[config.mk]
export PLATFORM = sky130hd
export DESIGN_NAME = sat_counter
export DESIGN_NICKNAME = d
export VERILOG_FILES = /design/src/rtl/seq_chk_pkg.sv /design/src/rtl/sat_counter.sv
export SDC_FILE = /design/constraint.sdc
export NUM_CORES = 1
export LEC_CHECK = 0
export BUFFER_PORTS_ARGS = -buffer_cell sky130_fd_sc_hd__buf_2
export CORE_AREA = 5 5 42 44
export CTS_CLUSTER_SIZE = 25
export DETAILED_ROUTE_END_ITERATION = 8
export DIE_AREA = 0 0 47 49
export HOLD_SLACK_MARGIN = 0.03
export PLACE_DENSITY = 0.69
export SKIP_CTS_REPAIR_TIMING = 1
export SYNTH_ARGS = -nofsm -noshare
export SYNTH_HDL_FRONTEND = slang
export SYNTH_SLANG_ARGS = --single-unit
[constraint.sdc]
create_clock -name clk -period 1.35 [get_ports clk]
set_input_delay 0.135 -clock clk [delete_from_list [all_inputs] [get_ports clk]]
set_output_delay 0.135 -clock clk [all_outputs]
set_load 0.005 [all_outputs]
[src/rtl/seq_chk_pkg.sv]
// Shared types and defaults for the count sequence checker.
// Optional error counter is enabled by defining SEQ_CHK_ERRCNT_EN.
package seq_chk_pkg;

  typedef enum logic [1:0] {
    UNLOCKED = 2'd0,
    SYNCING  = 2'd1,
    LOCKED   = 2'd2
  } seq_state_t;

  localparam int unsigned WIDTH_DEF    = 5;
  localparam int unsigned SYNC_LEN_DEF = 2;

endpackage

[src/rtl/sat_counter.sv]
// Saturating up-counter with synchronous clear; increment wins over clear.
// Used for err_count when SEQ_CHK_ERRCNT_EN is defined.
module sat_counter
  import seq_chk_pkg::*;
#(
  parameter int unsigned W = 8
) (
  input  logic         clk,
  input  logic         reset,
  input  logic         inc,
  input  logic         clr,
  output logic [W-1:0] count
);

  always_ff @(posedge clk or posedge reset) begin
    if (reset) begin
      count <= '0;
    end else if (inc) begin
      if (count != '1) count <= count + W'(1);
    end else if (clr) begin
      count <= '0;
    end
  end

endmodule

==> reports/metrics.yaml <==
run_status:
  status: "completed"
final_layout:
  layout_common_cells: "buf_2 (11), dfrtp_1 (8), buf_4 (8)"
  largest_register_ff_count: 8
  n_antenna_cell: 0
  areaGrowthSynthToFinish_pct: 36.6
  final_common_cell: "buf_2"
  top_regs: "count: 8 flops"
  regMostFlops: "count"
  drive_gt1_frac: 0.356
  fin_util: 0.467
  instances_no_fill: 89
  layout.nets: 80
  fin_area_um2: 654
sta:
  finalSetupViolations: 0
  worst_slew_pin_slew_ps: 402
  fin_setup_tns_ps: 0
  maxClockFrequency_ghz: 0.759
  final_max_slew_viol_count: 0
  rsz0062_at_grt: "true"
  fin_crit_sh: 0.976
  finalClockSkew_ps: 3.35
  slew_headroom: 0.732
  hold_viol: 0
  min_period_ps: 1320
run:
  drv_cap: 0
min_path:
  hold_class: "primary input to register"
  worstHoldStart: "clr"
worst_setup_path:
  critPathCapture: "count[0]$_DFFE_PP0P_"
  slowest_stage: "dfrtp_1"
  cp-startpoint: "count[0]$_DFFE_PP0P_"
  required_ps: 1500
  critPathLaunchType: "register"
  end_kind: "register"
  crit_path_cell_trace: "ha_4 -> nand3_2 -> or3_1 -> a31o_1"
  r2r-end: "count[0]$_DFFE_PP0P_"
  ff2ff_path_depth: 4
  r2r_slack_ps: 30
  critPathKind: "register to register"
  max_stage_delay_ps: 390
  critPathArrivalTime_ps: 1460
  crit_fanout: 6
  r2r-start: "count[0]$_DFFE_PP0P_"
clocking:
  clk_path_buf_depth: 2
  cts_root_buf: "clkbuf_4"
  insertion_delay_ps: 260
  htree_levels: 1
  cts_sinks: 8
  numCtsBuffers: 3
  cts_tree: "built"
  clkTransAtPathRegs_ps: 60
synthesis:
  seq_area_frac_synth: 0.418
  synth_top_area_frac: 0.418
  avgSynthCellArea_um2: 9.22
  synthCells: 52
  synth_nets: 57
  synthTopCellsByArea: "dfrtp_1 (42%), a211oi_1 (6.3%), nor3_1 (4.2%)"
  syn_area_um2: 479
  synth_top_area_cell: "dfrtp_1"
  synth_fa_ha_area_frac: 0.0261
  synth_compound_area_frac: 0.211
  ys_ff_latch: 8
  synthMuxAreaShare: 0.0209
  synthSimpleGateAreaFrac: 0.287
  synth_xor_area_frac: 0
  synth_top_family_by_area: "simple AND/OR/NAND/NOR gates"
  synth.distinct_cells: 28
  yosys_warnings: 0
placement:
  dp.cells: 85
  gp_congestion: 0.788
  port_buffers: 11
  postPlaceCellArea_um2: 617
  hpwlAfterDp_um: 916
power_and_ir_drop:
  switching_share: 0.289
  comb_power_share: 0.224
  power_density_nw_per_um2: 924
  power.switching_uw: 175
  p_seq_frac: 0.460
  p_clk_frac: 0.316
  total_leakage_power_nw: 0.312
  ir_drop_v: 0.000447
  p_int_uw: 430
  finalPower_uw: 605
route:
  post_drt_wl_per_cell_um: 14.4
  drtPass1Iterations: 4
  routed_wl_mm: 1.28
  dr.first_iter.drc_count: 14
  vias: 526
  drtAntennaViolNets: 0
  drc: 0
  viasPerCell: 5.91
floorplanning:
  start_util: 0.342
  rows: 14
  ios: 12
  die_h_um: 49
  core_um2: 1400
  dieArea_um2: 2300
  die_w_um: 47
global_routing:
  grt_max_degree: 12
  antenna_found_initial: 0
  groute.usage.overall: 0.123
  first_global_vias: 454
  grt_first_pass_wirelength_mm: 2.01
  grt_overflow: 0
metal layers:
metal	wire [µm]	vias to the layer above	track usage
met2	625	30	0.172
met4	8	0	0.0415
met5	0	-	0
li1	-	245	-
met3	141	2	0.0554
met1	508	249	0.164
Yosys cell counts:
| cell | instances |
|---|---|
| nand3_1 | 3 |
| inv_1 | 2 |
| nor3b_1 | 1 |
| a31o_1 | 1 |
| nand4_2 | 1 |
| a21oi_1 | 3 |
| nand4_1 | 1 |
| and4_2 | 1 |
| nor2b_1 | 2 |
| a31oi_1 | 1 |
| buf_2 | 2 |
| nand2_1 | 3 |
| nor3_1 | 4 |
| and3_1 | 1 |
| and4_1 | 1 |
| dfrtp_1 | 8 |
| or2b_1 | 1 |
| o22ai_1 | 1 |
| nor4_1 | 1 |
| a211oi_1 | 4 |
| ha_1 | 1 |
| nor2_1 | 2 |
| o21ai_0 | 2 |
| o21a_1 | 1 |
| mux2i_1 | 1 |
| or3_1 | 1 |
| a41oi_1 | 1 |
| a211o_1 | 1 |
metrics by stage:
| step | worst slack [ps] | hold slack, ps |
|---|---|---|
| 2_1_floorplan | 2.79 | -49.3 |
| 3_3_place_gp | 71.1 | 101 |
| 3_5_place_dp | 48.1 | 100 |
| 4_1_cts | 13.7 | -174 |
| 5_1_grt | -39.9 | 264 |
| 6_report | 32.0 | 250 |
kinds of logic (layout without fill, tap and decap cells):
kind of cell             after synthesis  count (layout)
AND/OR/NAND/NOR                       23              23
AO/OA/AOI/OAI                         15              15
flip-flops                             8               8
buffers and inverters                  4              25
adder cells (fa/ha/maj)                1               1
multiplexers                           1               1
power by group through the flow:
stage	Combinational [mW]	Clock (mW)	Sequential, mW
2_1_floorplan	0.0630	0	0.284
3_3_place_gp	0.123	0	0.280
3_5_place_dp	0.125	0	0.280
4_1_cts	0.132	0.193	0.278
5_1_grt	0.148	0.211	0.280
6_report	0.135	0.191	0.278
layout make-up:
type | instances | area, µm²
clock buffers | 3 | 22.5
fillers | 145 | 747
inverters | 2 | 7.51
multi-input cells | 40 | 279
flip-flops and latches | 8 | 200
well taps | 16 | 20.0
repair buffers | 20 | 125
worst max-delay path: cells and delay by family, from the launching register on:
family	cells	cell delay, ps
AOI/OAI and AO/OA	1	210
adders and majority gates	1	180
DFF	1	390
and+or+nand+nor	2	420
worst min path at each step:
stage	endpoint	slack, ps	cells after the start
floorplan	count[0]$_DFFE_PP0P_	-50	1
global placement	count[0]$_DFFE_PP0P_	100	2
detailed placement	count[2]$_DFFE_PP0P_	100	2
CTS	count[0]$_DFFE_PP0P_	-170	2
global route	count[0]$_DFFE_PP0P_	260	3
finish	count[0]$_DFFE_PP0P_	250	3
Note: power is estimated with default switching activity, not from simulation.
